[src/rtl/i2c_reg_sequencer_if.sv]
// Handshake bundle between the register sequencer, its table ROM, the I2C
// frame sender and top-level control.
interface i2c_reg_sequencer_if #(
    parameter int IDX_W = 4
);
    logic             start;
    logic [IDX_W-1:0] tbl_addr;
    logic [15:0]      tbl_data;
    logic             tx_req;
    logic [23:0]      tx_data;
    logic             tx_done;
    logic             tx_nack;
    logic             busy;
    logic             done;
    logic             error;
    logic [IDX_W-1:0] err_idx;

    modport master (
        input  start, tbl_data, tx_done, tx_nack,
        output tbl_addr, tx_req, tx_data, busy, done, error, err_idx
    );

    modport slave (
        output start, tbl_data, tx_done, tx_nack,
        input  tbl_addr, tx_req, tx_data, busy, done, error, err_idx
    );
endinterface

[src/rtl/i2c_reg_sequencer.sv]
// Power-up register programmer: walks a ROM table and hands each entry, prefixed
// with the device write address, to an I2C frame sender, retrying failed frames.
module i2c_reg_sequencer #(
    parameter int         N_REGS     = 11,
    parameter logic [6:0] DEV_ADDR   = 7'h1A,
    parameter int         GAP_CYCLES = 8,
    parameter int         MAX_RETRY  = 3,
    parameter int         TIMEOUT    = 4096,
    parameter int         IDX_W      = (N_REGS > 1) ? $clog2(N_REGS) : 1
) (
    input logic i_clk,
    input logic i_rst,
    i2c_reg_sequencer_if.master bus
);
    localparam int RW = (MAX_RETRY > 0) ? $clog2(MAX_RETRY + 1) : 1;
    localparam int TW = (TIMEOUT > 1) ? $clog2(TIMEOUT) : 1;
    localparam int GW = (GAP_CYCLES > 1) ? $clog2(GAP_CYCLES) : 1;

    localparam logic [IDX_W-1:0] IDX_LAST  = IDX_W'(N_REGS - 1);
    localparam logic [RW-1:0]    RETRY_MAX = RW'(MAX_RETRY);
    localparam logic [TW-1:0]    TO_LAST   = TW'(TIMEOUT - 1);
    localparam logic [GW-1:0]    GAP_LAST  = GW'(GAP_CYCLES - 1);

    typedef enum logic [2:0] {
        IDLE, FETCH, LOAD, SEND, WAIT, GAP, DONE, ERR
    } state_t;

    state_t           state, state_n, pend, pend_n;
    logic [IDX_W-1:0] idx, idx_n, addr_q, addr_n, eidx_q, eidx_n;
    logic [RW-1:0]    retry, retry_n;
    logic [TW-1:0]    to_cnt, to_n;
    logic [GW-1:0]    gap_cnt, gap_n;
    logic [23:0]      data_q, data_n;
    logic             ok, fail;

    // A done arriving on the last timeout cycle still counts as an answer.
    assign ok   = bus.tx_done && !bus.tx_nack;
    assign fail = bus.tx_done ? bus.tx_nack : (to_cnt == TO_LAST);

    always_ff @(posedge i_clk or posedge i_rst) begin
        if (i_rst) begin
            state   <= IDLE;
            pend    <= IDLE;
            idx     <= '0;
            retry   <= '0;
            to_cnt  <= '0;
            gap_cnt <= '0;
            addr_q  <= '0;
            data_q  <= '0;
            eidx_q  <= '0;
        end else begin
            state   <= state_n;
            pend    <= pend_n;
            idx     <= idx_n;
            retry   <= retry_n;
            to_cnt  <= to_n;
            gap_cnt <= gap_n;
            addr_q  <= addr_n;
            data_q  <= data_n;
            eidx_q  <= eidx_n;
        end
    end

    always_comb begin
        state_n = state;
        pend_n  = pend;
        idx_n   = idx;
        retry_n = retry;
        to_n    = to_cnt;
        gap_n   = gap_cnt;
        addr_n  = addr_q;
        data_n  = data_q;
        eidx_n  = eidx_q;
        unique case (state)
            IDLE, DONE, ERR: begin
                if (bus.start) begin
                    idx_n   = '0;
                    retry_n = '0;
                    state_n = FETCH;
                end
            end
            FETCH: begin
                addr_n  = idx;
                state_n = LOAD;
            end
            LOAD: begin
                data_n  = {DEV_ADDR, 1'b0, bus.tbl_data};
                state_n = SEND;
            end
            SEND: begin
                to_n    = '0;
                state_n = WAIT;
            end
            WAIT: begin
                if (ok) begin
                    retry_n = '0;
                    if (idx == IDX_LAST) begin
                        state_n = DONE;
                    end else begin
                        idx_n   = idx + IDX_W'(1);
                        pend_n  = FETCH;
                        gap_n   = '0;
                        state_n = GAP;
                    end
                end else if (fail) begin
                    if (retry < RETRY_MAX) begin
                        retry_n = retry + RW'(1);
                        pend_n  = SEND;
                        gap_n   = '0;
                        state_n = GAP;
                    end else begin
                        eidx_n  = idx;
                        state_n = ERR;
                    end
                end else begin
                    to_n = to_cnt + TW'(1);
                end
            end
            GAP: begin
                if (gap_cnt == GAP_LAST) state_n = pend;
                else                     gap_n   = gap_cnt + GW'(1);
            end
        endcase
    end

    assign bus.tbl_addr = addr_q;
    assign bus.tx_data  = data_q;
    assign bus.err_idx  = eidx_q;
    assign bus.tx_req   = (state == SEND);
    assign bus.done     = (state == DONE);
    assign bus.error    = (state == ERR);
    assign bus.busy     = !(state == IDLE || state == DONE || state == ERR);
endmodule

[src/flat_wrapper.sv]
// flat-port wrapper written by rule: the top's interface ports become plain ports
module i2c_reg_sequencer_flat 
#(
    parameter int         N_REGS     = 11,
    parameter logic [6:0] DEV_ADDR   = 7'h1A,
    parameter int         GAP_CYCLES = 8,
    parameter int         MAX_RETRY  = 3,
    parameter int         TIMEOUT    = 4096,
    parameter int         IDX_W      = (N_REGS > 1) ? $clog2(N_REGS) : 1
)
  (i_clk, i_rst, bus_start, bus_tbl_data, bus_tx_done, bus_tx_nack, bus_tbl_addr, bus_tx_req, bus_tx_data, bus_busy, bus_done, bus_error, bus_err_idx);
  i2c_reg_sequencer_if #(.IDX_W(IDX_W)) bus_i ();
  input logic i_clk;
  input logic i_rst;
  input wire logic [$bits(bus_i.start)-1:0] bus_start;
  input wire logic [$bits(bus_i.tbl_data)-1:0] bus_tbl_data;
  input wire logic [$bits(bus_i.tx_done)-1:0] bus_tx_done;
  input wire logic [$bits(bus_i.tx_nack)-1:0] bus_tx_nack;
  output wire logic [$bits(bus_i.tbl_addr)-1:0] bus_tbl_addr;
  output wire logic [$bits(bus_i.tx_req)-1:0] bus_tx_req;
  output wire logic [$bits(bus_i.tx_data)-1:0] bus_tx_data;
  output wire logic [$bits(bus_i.busy)-1:0] bus_busy;
  output wire logic [$bits(bus_i.done)-1:0] bus_done;
  output wire logic [$bits(bus_i.error)-1:0] bus_error;
  output wire logic [$bits(bus_i.err_idx)-1:0] bus_err_idx;
  assign bus_i.start = bus_start;
  assign bus_i.tbl_data = bus_tbl_data;
  assign bus_i.tx_done = bus_tx_done;
  assign bus_i.tx_nack = bus_tx_nack;
  assign bus_tbl_addr = bus_i.tbl_addr;
  assign bus_tx_req = bus_i.tx_req;
  assign bus_tx_data = bus_i.tx_data;
  assign bus_busy = bus_i.busy;
  assign bus_done = bus_i.done;
  assign bus_error = bus_i.error;
  assign bus_err_idx = bus_i.err_idx;
  i2c_reg_sequencer #(.N_REGS(N_REGS), .DEV_ADDR(DEV_ADDR), .GAP_CYCLES(GAP_CYCLES), .MAX_RETRY(MAX_RETRY), .TIMEOUT(TIMEOUT), .IDX_W(IDX_W)) u_core (.i_clk(i_clk), .i_rst(i_rst), .bus(bus_i));
endmodule
[config.mk]
export PLATFORM = sky130hd
export DESIGN_NAME = i2c_reg_sequencer_flat
export DESIGN_NICKNAME = d
export VERILOG_FILES = /design/src/rtl/i2c_reg_sequencer_if.sv /design/src/rtl/i2c_reg_sequencer.sv /design/src/flat_wrapper.sv
export SDC_FILE = /design/constraint.sdc
export NUM_CORES = 1
export LEC_CHECK = 0
export CORE_MARGIN = 10
export CORE_UTILIZATION = 50
export CTS_CLUSTER_DIAMETER = 50
export DETAILED_ROUTE_END_ITERATION = 7
export GPL_TIMING_DRIVEN = 0
export PLACE_DENSITY_LB_ADDON = 0.1
export SYNTH_ARGS = -nofsm -noshare
export SYNTH_HDL_FRONTEND = slang
export SYNTH_SLANG_ARGS = --single-unit
[constraint.sdc]
create_clock -name i_clk -period 2.36 [get_ports i_clk]
set_clock_uncertainty 0.2 [all_clocks]
set_input_delay 0.472 -clock i_clk [delete_from_list [all_inputs] [get_ports i_clk]]
set_output_delay 0.472 -clock i_clk [all_outputs]
set_load 0.1 [all_outputs]
; Word-level counts from Yosys, hierarchy flattened
; Cells that the tools add are included.
[word_totals]
reg_bits = 52
input_bits = 21
out_inout_bits = 36
elab_cells = 86
[classes]
add_sub_neg = 4
magnitude_cmp = 1
eq_ne = 21
mux = 30
n_bitwise = 2
reduce_logical = 19
[op_table]
columns = operator, count
row1 = 2-to-1 mux 3 bit, 13
row2 = 2-to-1 mux 12 bit, 2
row3 = case mux 12 bit (2 select lines), 1
row4 = case mux 3 bit (6 select lines), 1
row5 = AND reduction 4 bit, 4
row6 = equality test 3 bit (second input constant), 5
row7 = adder 12 x 1 -> 12 bit (second input constant), 1
row8 = equality test 12 bit (second input constant), 1
row9 = 2-to-1 mux 2 bit, 6
row10 = 2-to-1 mux 4 bit, 3
row11 = inequality test 2 bit (second input constant), 6
row12 = nonzero test 2 bit, 5
row13 = case mux 4 bit (2 select lines), 1
row14 = equality test 3 x 2 -> 1 bit (second input constant), 2
row15 = inequality test 3 x 1 -> 1 bit (second input constant), 2
row16 = case mux 3 bit (2 select lines), 1
row17 = AND reduction 3 bit, 2
row18 = AND reduction 5 bit, 1
row19 = adder 4 x 1 -> 4 bit (second input constant), 1
row20 = equality test 4 bit (second input constant), 1
row21 = inequality test 2 x 1 -> 1 bit (second input constant), 2
row22 = case mux 2 bit (2 select lines), 1
row23 = adder 3 x 1 -> 3 bit (second input constant), 1
row24 = equality test 3 x 1 -> 1 bit (second input constant), 1
row25 = other kinds (10), 13

; Depth between registers and ports, before layout
; Gate-level depths: netlist of run 1.
[logic_depth]
depth_word = 5
mapped_depth = 8
depth_no_buf = 7

; Least setup slack after synthesis of run 1
; No wires, ideal clock.
[synth_path]
kind = register to output
startpoint = reg u_core.state[0]
endpoint = out bus_done
arrival_time_ps = 2699
t_required_ps = 1688
setup_slack_ps = -1011
path_stages_with_launch = 3
n_path_buf = 1
cell_sequence = dfrtp_1 -> clkbuf_1 -> nor3_1
[synth_between]
elab_chain_len = 1
[synth_rtl]
columns = item, line_no
row1 = start: declaration, i2c_reg_sequencer.sv:28  ; state_t state, state_n, pend, pend_n;
row2 = start signal: assignment, i2c_reg_sequencer.sv:52  ; state <= state_n;
row3 = equality test 3 bit, i2c_reg_sequencer.sv:130  ; assign bus.done = (state == DONE);
row4 = end: declaration, flat_wrapper.sv:23  ; output wire logic [$bits(bus_i.done)-1:0] bus_done;
; Every way passes these cells.

; Final worst setup path of run 1
[layout_path]
startpoint = reg u_core.to_cnt[0]
endpoint = reg u_core.retry[0]
[layout_between]
elab_chain_len = 4
[layout_rtl]
columns = item, line_no
row1 = start: declaration, i2c_reg_sequencer.sv:31  ; logic [TW-1:0] to_cnt, to_n;
row2 = start signal: assignment, i2c_reg_sequencer.sv:56  ; to_cnt <= to_n;
row3 = equality test 12 bit, i2c_reg_sequencer.sv:38  ; assign fail = bus.tx_done ? bus.tx_nack : (to_cnt == TO_LAST);
row4 = 2-to-1 mux 1 bit, i2c_reg_sequencer.sv:38
row5 = inequality test 3 x 1 -> 1 bit (no source line), --
row6 = AND reduction 4 bit (no source line), --
row7 = end signal: assignment, i2c_reg_sequencer.sv:55  ; retry <= retry_n;
row8 = end: declaration, i2c_reg_sequencer.sv:30  ; logic [RW-1:0] retry, retry_n;
; Every way passes these cells.
; A chain may end at the register's enable or synchronous reset.

==> results of run 1 <==
-- worst max path at each step --
stage                                start                     to  slack, ns  cells past startpoint
after CTS                  u_core.state[0]  u_core.bus.tx_data[1]      -0.03                      4
after floorplan            u_core.state[2]        u_core.retry[0]       0.01                      6
final                     u_core.to_cnt[0]        u_core.retry[0]       0.02                      6
after global routing      u_core.to_cnt[0]        u_core.retry[0]      -0.08                      6
after global placement     u_core.state[0]             bus_tx_req      -0.80                      4
after detailed placement   u_core.state[0]             bus_tx_req      -0.85                      4
-- sequential cells by signal (all words and copies together), names as in the netlist --
signal,flops
u_core.bus.tx_data,17
u_core.to_cnt,12
u_core.bus.err_idx,4
u_core.bus.tbl_addr,4
u_core.idx,4
u_core.gap_cnt,3
u_core.state,3
u_core.pend,2
u_core.retry,2
-- metal layers --
layer,vias to the layer above,wire [um],global-route usage (%)
met5,-,0,0
met4,0,68,4.63
met3,6,318,4.73
met2,33,2730,22.2
met1,903,2310,15.5
li1,935,-,-
-- final cells by class --
cell class | count | share of cell area [%]
Multi-Input combinational cell | 160 | 36.5
Buffer | 12 | 2.89
Tap cell | 70 | 2.59
Inverter | 9 | 1.15
Clock buffer | 6 | 2.44
Sequential cell | 51 | 37.8
Clock inverter | 2 | 1.04
Timing Repair Buffer | 56 | 15.7
-- cell families (layout without fill, tap and decap cells) --
family,count (synthesis),after routing,share of synthesized area [%]
AO/OA/AOI/OAI,30,30,8.07
XOR/XNOR,8,8,2.72
adder cells (fa/ha/maj),7,7,3.40
buffers and inverters,21,85,4.96
flip-flops,51,51,49.6
multiplexers,31,31,13.5
other,1,5,0.146
AND/OR/NAND/NOR,79,79,17.6
-- cell usage after synthesis, types with 3 or more instances --
master,number
nand2_1,14
or2_2,3
mux2i_1,4
nor2_1,18
ha_1,7
o31ai_1,3
nor3_1,4
o2bb2ai_1,4
mux2_2,26
a21oi_1,4
buf_4,7
xor2_1,6
inv_1,8
o21ai_0,7
nand4_1,5
nand3_1,10
nor2b_1,5
dfrtp_1,51
-- metrics by stage --
stage	utilization [%]	total power [mW]	instance area, um^2	setup WS [ns]	hold slack (ns)
global route	67.0	5.05	3380	-0.0813	0.305
global placement	63.6	4.24	3210	-0.800	0.250
floorplan	-	3.62	2610	0.0143	0.228
finish	67.0	4.80	3380	0.0188	0.276
CTS	65.5	4.77	3300	-0.0279	0.275
detailed placement	64.0	4.28	3230	-0.847	0.251
-- timing repair --
action,CTS,global route
resized for setup,52,15
setup endpoints to repair,40,19
setup buffers,0,4
cloned,0,0
pin swaps,0,4
-- power by group through the flow --
| stage | clock, mW | sequential [mW] | combinational, mW |
|---|---|---|---|
| finish | 0.625 | 1.29 | 2.89 |
| global route | 0.676 | 1.33 | 3.04 |
| CTS | 0.644 | 1.29 | 2.84 |
| detailed placement | 0 | 1.32 | 2.96 |
| global placement | 0 | 1.30 | 2.94 |
| floorplan | 0 | 2.42 | 1.20 |
==> flow_summary_export.csv, run 1 <==
group,metric,value,unit
status,status,"finished, final reports clean",
power,swShare,53.6,%
clocking,path_clk_slew,0.09,ns
floorplanning,die_h,91.7,um
critical_path,r2r_slack,0.02,ns
final_layout,area_growth,31.4,%
placement,dp_cells,354,
critical_path,slowest_stage,"or4_4",
power,p_int,2.23,mW
clocking,cts_tree,"done",
final_layout,fin_nets,323,
sta,clock.fmax,0.427,GHz
sta,finalCritPeriodShare,99.2,%
clocking,root_buffer,"clkbuf_8",
sta,relSlewSlack,35.3,%
route,wirelength,5430,um
global_routing,grt_pass1_wl,9320,um
critical_path,rr_endpoint,"u_core.retry[0]",
min_path,hp-start,"u_core.pend[0]",
yosys,yosys-top-cells-area,"dfrtp_1, mux2_2, ha_1",
sta,worst_pin_slew,0.975,ns
critical_path,arrival,2.34,ns
critical_path,cp_slowest_stage_delay,0.52,ns
power,power_frac_clock,13.0,%
yosys,netlist_instances,228,
yosys,synthFlopType,"dfrtp_1",
critical_path,reg2reg_depth,6,
global_routing,grt_max_degree,31,
sta,fin_tns_setup,0,ns
floorplanning,start_util,51.0,%
final_layout,regArea,0.00128,mm^2
sta,finalSetupViolations,0,
critical_path,crit_buf_inv,0,
final_layout,n_fill_cell,420,
placement,routabilityCongestion,0.832,
min_path,min_to,"u_core.pend[0]",
sta,min_period,2.34,ns
critical_path,path_max_fanout,5,
power,pwr-share-comb,60.1,%
route,drc_errors,0,
yosys,synth_seq_cells,51,
route,num_vias,1877,
critical_path,criticalPathCategory,"flop to flop",
route,drtIter0Drc,89,
yosys,synth.avg_cell_area,11.3,um^2
critical_path,cpMostUsedCell,"nor3_4",
route,wl_per_cell,14.8,um
route,firstDrtPassIters,6,
clocking,cts.path.max_buffers,2,
final_layout,drive_above_1_share,25.7,%
global_routing,grt_usage,13.3,%
power,netSwitchingPower,2.57,mW
yosys,yosysUniqueCellTypes,52,
critical_path,critPathLaunchType,"flop",
final_layout,final_cell_count_no_fill,366,
floorplanning,dieWidth,91.7,um
global_routing,antenna_found_initial,0,
yosys,ys.warnings.count,0,
floorplanning,die_area,0.00841,mm^2
route,via_per_inst,5.13,
sta,maxSlewViolCount,0,
floorplanning,ios,57,
placement,dp_hpwl,4080,um
sta,rsz0062_at_grt,"true",
yosys,yosysTopAreaCellShare,49.6,%
global_routing,grt_pass1_vias,1915,
yosys,ys_seq_area_share,49.6,%
min_path,hold_path_class,"flop to flop",
route,final_antenna_net_count,0,
final_layout,mostFrequentLayoutCell,"dfrtp_1",
critical_path,crit_required,2.36,ns
placement,portBuffers,51,
clocking,insertion_delay,0.30,ns
critical_path,cp_top_family,"simple AND/OR/NAND/NOR gates",
floorplanning,coreArea,0.00504,mm^2
critical_path,r2r_start,"u_core.to_cnt[0]",
clocking,htree_levels,2,
yosys,syn_area,0.00257,mm^2
clocking,cts_sinks,51,
yosys,synth_edf_count,0,
sta,final_hold_viol_count,0,
min_path,holdPathStages,1,
power,power.density,1420,mW/mm^2
yosys,async_flop_share,100,%
final_layout,multi_input_area,0.00123,mm^2
final_layout,num_antenna_cells,0,
power,vdd_drop_max,0.00125,V
clocking,hold_buffers,0,
power,p_leak,1.61,nW
clocking,cts_buffers,5,
floorplanning,rows,26,
flow_run,drv_cap,0,
critical_path,crit_path_end_kind,"flop",
final_layout,layout_common_cells,"dfrtp_1, mux2_2, dlygate4sd2_1",
power,power_frac_seq,26.9,%
global_routing,grt_overflow,0,
critical_path,crit_path_cell_trace,"ha_2, nand4_1, nor3_4, nor3_4, or4_4, mux2_4",
yosys,yosys.area.top_type,"dfrtp_1",
No activity file was read; power rests on OpenSTA's default activity.
==> run 2, diff against run 1 <==
--- a/config.mk
+++ b/config.mk
@@ -5,11 +5,14 @@
 export SDC_FILE = /design/constraint.sdc
 export NUM_CORES = 1
 export LEC_CHECK = 0
+export CELL_PAD_IN_SITES_DETAIL_PLACEMENT = 1
+export CELL_PAD_IN_SITES_GLOBAL_PLACEMENT = 2
 export CORE_MARGIN = 10
-export CORE_UTILIZATION = 50
+export CORE_UTILIZATION = 32
 export CTS_CLUSTER_DIAMETER = 50
 export DETAILED_ROUTE_END_ITERATION = 7
 export GPL_TIMING_DRIVEN = 0
+export HOLD_SLACK_MARGIN = 0.1
 export PLACE_DENSITY_LB_ADDON = 0.1
 export SYNTH_ARGS = -nofsm -noshare
 export SYNTH_HDL_FRONTEND = slang
==> run 2 against run 1 <==
Against the previous run:
- global-route usage is 2.2 points lower
- count of clock-buffer cells in the layout unchanged
- die area increased by 43%
- via count up 3.4%
- clock power shrank 20%
- setup slack better by 0.052 ns
- power decreased by 1.6%
- maximum frequency is 2.3% higher
- critical path type is now flop to output pin
- critical endpoint is now bus_tx_data[21]
==> flow_summary_export.csv, run 2 (same netlist as run 1, synthesis figures left out) <==
group,metric,value,unit
clocking,cts_sinks,51,
floorplanning,die_area,0.0120,mm^2
final_layout,final_cell_count_no_fill,399,
global_routing,grt_usage,11.1,%
critical_path,crit_path_end_kind,"output pin",
route,firstDrtPassIters,4,
final_layout,num_antenna_cells,0,
clocking,root_buffer,"clkbuf_8",
route,wirelength,6410,um
clocking,cts_buffers,5,
final_layout,drive_above_1_share,27.3,%
final_layout,stdcell_area,0.00340,mm^2
route,num_vias,1941,
sta,min_period,2.29,ns
route,drtIter0Drc,19,
sta,relSlewSlack,34.2,%
clocking,cts.path.max_buffers,2,
critical_path,critPathLaunchType,"flop",
global_routing,antenna_found_initial,0,
route,via_per_inst,4.86,
global_routing,grt_max_degree,36,
final_layout,mostFrequentLayoutCell,"dfrtp_1",
global_routing,grt_pass1_vias,2168,
sta,worst_pin_slew,0.992,ns
global_routing,grt_overflow,0,
floorplanning,coreArea,0.00777,mm^2
clocking,htree_levels,2,
critical_path,arrival,1.62,ns
route,final_antenna_net_count,0,
clocking,insertion_delay,0.30,ns
placement,dp_cells,386,
sta,fin_hold_ws,0.273,ns
final_layout,regArea,0.00128,mm^2
final_layout,layout_common_cells,"dfrtp_1, mux2_2, dlygate4sd2_1",
floorplanning,dieWidth,110,um
flow_run,drv_cap,0,
floorplanning,rows,32,
placement,post_dp_cell_area,0.00327,mm^2
sta,finalCritPeriodShare,97.0,%
placement,portBuffers,51,
route,drc_errors,0,
critical_path,r2r_slack,0.13,ns
clocking,cts_tree,"done",
final_layout,largest_reg_flops,17,
power,p_leak,1.60,nW
final_layout,multi_input_area,0.00124,mm^2
critical_path,reg2reg_depth,5,
route,wl_per_cell,16.1,um
floorplanning,die_h,110,um
status,status,"finished, final reports clean",
final_layout,area_growth,32.3,%
critical_path,criticalPathCategory,"flop to output pin",
placement,routabilityCongestion,0.756,
floorplanning,start_util,33.1,%
critical_path,crit_required,1.69,ns
power,vdd_drop_max,0.000718,V
final_layout,fin_nets,324,
floorplanning,ios,57,
sta,clock.fmax,0.437,GHz
power,power.density,1390,mW/mm^2
final_layout,n_fill_cell,880,
sta,maxSlewViolCount,0,
critical_path,path_max_fanout,4,
placement,dp_hpwl,4880,um
min_path,hold_path_class,"input port to asynchronous set/reset pin",
sta,rsz0062_at_grt,"true",
sta,final_hold_viol_count,0,
global_routing,grt_pass1_wl,10700,um
sta,finalSetupViolations,0,
clocking,path_clk_slew,0.09,ns
run 2: cell types whose count changed in the layout (fill, tap and decap cells not counted), sizes merged:
cell           change
buf                +2
bufinv             -1
clkdlybuf4s15      -1
clkdlybuf4s50      -1
clkinv             -1
clkinvlp           +1
dlymetal6s2s       +1
inv                +1
run 2: power breakdown:
group / internal (mW) / switching, mW
sequential: 1.12 / 0.173
combinational: 0.762 / 2.17
clock: 0.208 / 0.291
run 2: what timing repair did:
item,CTS,global route
gates resized for setup,54,19
setup buffers,4,1
hold buffers,0,0
setup endpoints to repair,41,17
pin swaps,1,3
run 2: final cells by class:
class	instances	area share [%]
clock inverter	2	0.368
timing repair buffer	57	15.7
multi-input combinational	160	36.6
buffer	12	2.87
inverter	9	1.07
tap	102	3.75
sequential	51	37.5
clock buffer	6	2.13
run 2: critical path, cell delays in order (launching register included):
cell,delay [ns]
dfrtp_1,0.39
buf_4,0.12
clkdlybuf4s15_1,0.81
run 2: path summary, 6_finish.rpt:
check,startpoint,endpoint
worst min register to register,u_core.pend[0],u_core.pend[0]
worst min-delay path,i_rst,u_core.bus.tx_data[7]
min in group i_clk,u_core.pend[0],u_core.pend[0]
max in group asynchronous,i_rst,u_core.state[0]
worst max register to register,u_core.state[0],u_core.retry[0]
worst max-delay path,u_core.bus.tx_data[18],bus_tx_data[21]
run 2: per-layer routing:
| layer | vias up | share of wire, % | GRT usage [%] |
|---|---|---|---|
| met1 | 979 | 42 | 12.8 |
| met3 | 5 | 3.3 | 2.69 |
| met5 | - | 0 | 0 |
| li1 | 938 | - | - |
| met4 | 0 | 0.84 | 2.51 |
| met2 | 19 | 54 | 20.2 |
run 2: through the flow:
stage | util [%] | total power, mW | TNS, ns | worst slack [ns]
2_1_floorplan | - | 3.62 | 0 | 0.0143
3_3_place_gp | 41.8 | 4.30 | -40.23 | -0.929
3_5_place_dp | 42.1 | 4.34 | -4.71 | -0.906
4_1_cts | 43.1 | 4.76 | -0.0821 | -0.0700
5_1_grt | 43.8 | 5.02 | -0.0312 | -0.0290
6_report | 43.8 | 4.72 | 0 | 0.0708
==> run 3, diff against run 2 <==
--- a/config.mk
+++ b/config.mk
@@ -7,7 +7,6 @@
 export LEC_CHECK = 0
 export CELL_PAD_IN_SITES_DETAIL_PLACEMENT = 1
 export CELL_PAD_IN_SITES_GLOBAL_PLACEMENT = 2
-export CORE_MARGIN = 10
 export CORE_UTILIZATION = 32
 export CTS_CLUSTER_DIAMETER = 50
 export DETAILED_ROUTE_END_ITERATION = 7
==> constraint.sdc (replaced) <==
create_clock -name i_clk -period 2.36 [get_ports i_clk]
set_clock_uncertainty 0.2 [all_clocks]
set_input_delay 0.236 -clock i_clk [delete_from_list [all_inputs] [get_ports i_clk]]
set_output_delay 0.236 -clock i_clk [all_outputs]
set_load 0.1 [all_outputs]
==> run 3 against run 2 <==
Against the previous run:
- setup slack improved by 0.014 ns
- critical path depth is 1 lower
- largest cell class unchanged
- non-clock buffer count increased by 1
- first-iteration DRC count rose to 2.6 times the previous value
==> flow_summary_export.csv, run 3 (same netlist as run 1, synthesis figures left out) <==
group,metric,value,unit
final_layout,largest_reg_flops,17,
route,drc_errors,0,
floorplanning,rows,32,
final_layout,final_cell_count_no_fill,400,
clocking,cts_tree,"done",
route,wirelength,5890,um
placement,routabilityCongestion,0.703,
route,num_vias,1938,
critical_path,crit_buf_inv,1,
global_routing,antenna_found_initial,0,
final_layout,num_antenna_cells,0,
floorplanning,ios,57,
sta,final_hold_viol_count,0,
power,power.density,1430,mW/mm^2
critical_path,path_max_fanout,4,
power,p_leak,1.54,nW
route,firstDrtPassIters,3,
critical_path,crit_required,1.92,ns
clocking,insertion_delay,0.30,ns
critical_path,slowest_stage,"clkdlybuf4s50_1",
placement,dp_cells,386,
global_routing,grt_pass1_vias,2016,
route,final_antenna_net_count,0,
floorplanning,die_area,0.00840,mm^2
global_routing,grt_overflow,0,
clocking,cts.path.max_buffers,2,
sta,clock.fmax,0.440,GHz
final_layout,fin_nets,325,
sta,worst_pin_slew,0.993,ns
global_routing,grt_usage,15.3,%
global_routing,grt_pass1_wl,10200,um
sta,finalSetupViolations,0,
sta,rsz0062_at_grt,"false",
clocking,htree_levels,2,
critical_path,cp_top_family,"buffers and inverters",
floorplanning,dieWidth,91.7,um
final_layout,multi_input_area,0.00122,mm^2
critical_path,criticalPathCategory,"flop to output pin",
critical_path,critPathLaunchType,"flop",
clocking,cts_sinks,51,
final_layout,layout_common_cells,"dfrtp_1, clkdlybuf4s50_1, mux2_2",
clocking,path_clk_slew,0.10,ns
min_path,hold_path_class,"input port to asynchronous set/reset pin",
power,vdd_drop_max,0.000960,V
clocking,hold_buffers,0,
sta,maxSlewViolCount,0,
status,status,"finished, final reports clean",
floorplanning,start_util,33.1,%
final_layout,mostFrequentLayoutCell,"dfrtp_1",
floorplanning,die_h,91.7,um
flow_run,drv_cap,0,
global_routing,grt_max_degree,27,
critical_path,crit_path_end_kind,"output pin",
placement,post_dp_cell_area,0.00326,mm^2
final_layout,regArea,0.00128,mm^2
final_layout,n_fill_cell,872,
route,wl_per_cell,14.7,um
final_layout,area_growth,33.5,%
final_layout,drive_above_1_share,25.5,%
critical_path,arrival,1.84,ns
sta,relSlewSlack,33.6,%
critical_path,crit_path_cell_trace,"clkdlybuf4s50_1",
final_layout,stdcell_area,0.00343,mm^2
placement,portBuffers,51,
sta,min_period,2.28,ns
critical_path,cp_slowest_stage_delay,1.15,ns
floorplanning,coreArea,0.00777,mm^2
placement,dp_hpwl,4390,um
route,drtIter0Drc,49,
clocking,root_buffer,"clkbuf_8",
route,via_per_inst,4.85,
sta,finalCritPeriodShare,96.4,%
clocking,cts_buffers,5,
run 3: changes by cell type in the layout (fill, tap and decap cells not counted), sizes merged:
cell	before	now
clkinv	1	3
clkdlybuf4s15	1	2
clkbuf	12	9
dlygate4sd2	25	2
clkinvlp	1	0
dlymetal6s2s	1	0
inv	9	8
bufinv	0	1
clkdlybuf4s50	19	45
run 3: what timing repair did:
action,in CTS,in global routing
endpoints found under the setup margin,16,11
resized for setup,22,5
buffers inserted,4,2
pin swaps,1,3
hold endpoints to repair,0,0
run 3: metrics by stage:
stage                     setup WS (ns)  power, mW  utilization, %  setup TNS [ns]  hold WS, ns
after floorplan                 -0.0392       3.61               -         -0.0392        0.126
after global placement           -0.629       4.26            41.7          -25.94        0.258
after detailed placement         -0.593       4.29            41.9           -2.22        0.263
after CTS                        0.0220       4.94            43.8               0        0.130
after global routing            0.00828       5.16            44.2               0        0.173
final                            0.0848       4.91            44.2               0        0.122
run 3: final timing paths:
| check | slack [ns] | cells past startpoint | startpoint | end |
|---|---|---|---|---|
| hold / removal | 0.12 | 2 | i_rst | u_core.bus.tx_data[3] |
| max in group asynchronous | 1.28 | 3 | i_rst | u_core.bus.err_idx[0] |
| min in group i_clk | 0.29 | 1 | u_core.pend[0] | u_core.pend[0] |
| setup reg to reg | 0.14 | 8 | u_core.to_cnt[0] | u_core.bus.err_idx[0] |
| setup / recovery | 0.08 | 1 | u_core.bus.tx_data[18] | bus_tx_data[18] |
| hold reg to reg | 0.29 | 1 | u_core.pend[0] | u_core.pend[0] |
run 3: report_power, final:
part / internal [mW] / switching [mW] / leakage [nW]
Combinational: 0.863 / 2.13 / 0.820
Sequential: 1.12 / 0.176 / 0.660
Clock: 0.316 / 0.296 / 0.0581
Total: 2.30 / 2.61 / 1.54
run 3: layer usage:
metal / routed length, um / vias up / GRT usage (%)
met2: 2970 / 18 / 24.9
met4: 44 / 0 / 4.10
met1: 2770 / 981 / 21.0
met3: 103 / 2 / 2.65
met5: 0 / - / 0
li1: - / 937 / -
run 3: area by class of cell:
cell class,count,share of cell area (%)
inverters,9,1.02
flip-flops and latches,51,37.2
repair buffers,58,16.5
plain buffers,12,2.77
well taps,102,3.72
multi-input cells,160,35.5
clock inverters,3,1.28
clock buffers,5,2.00
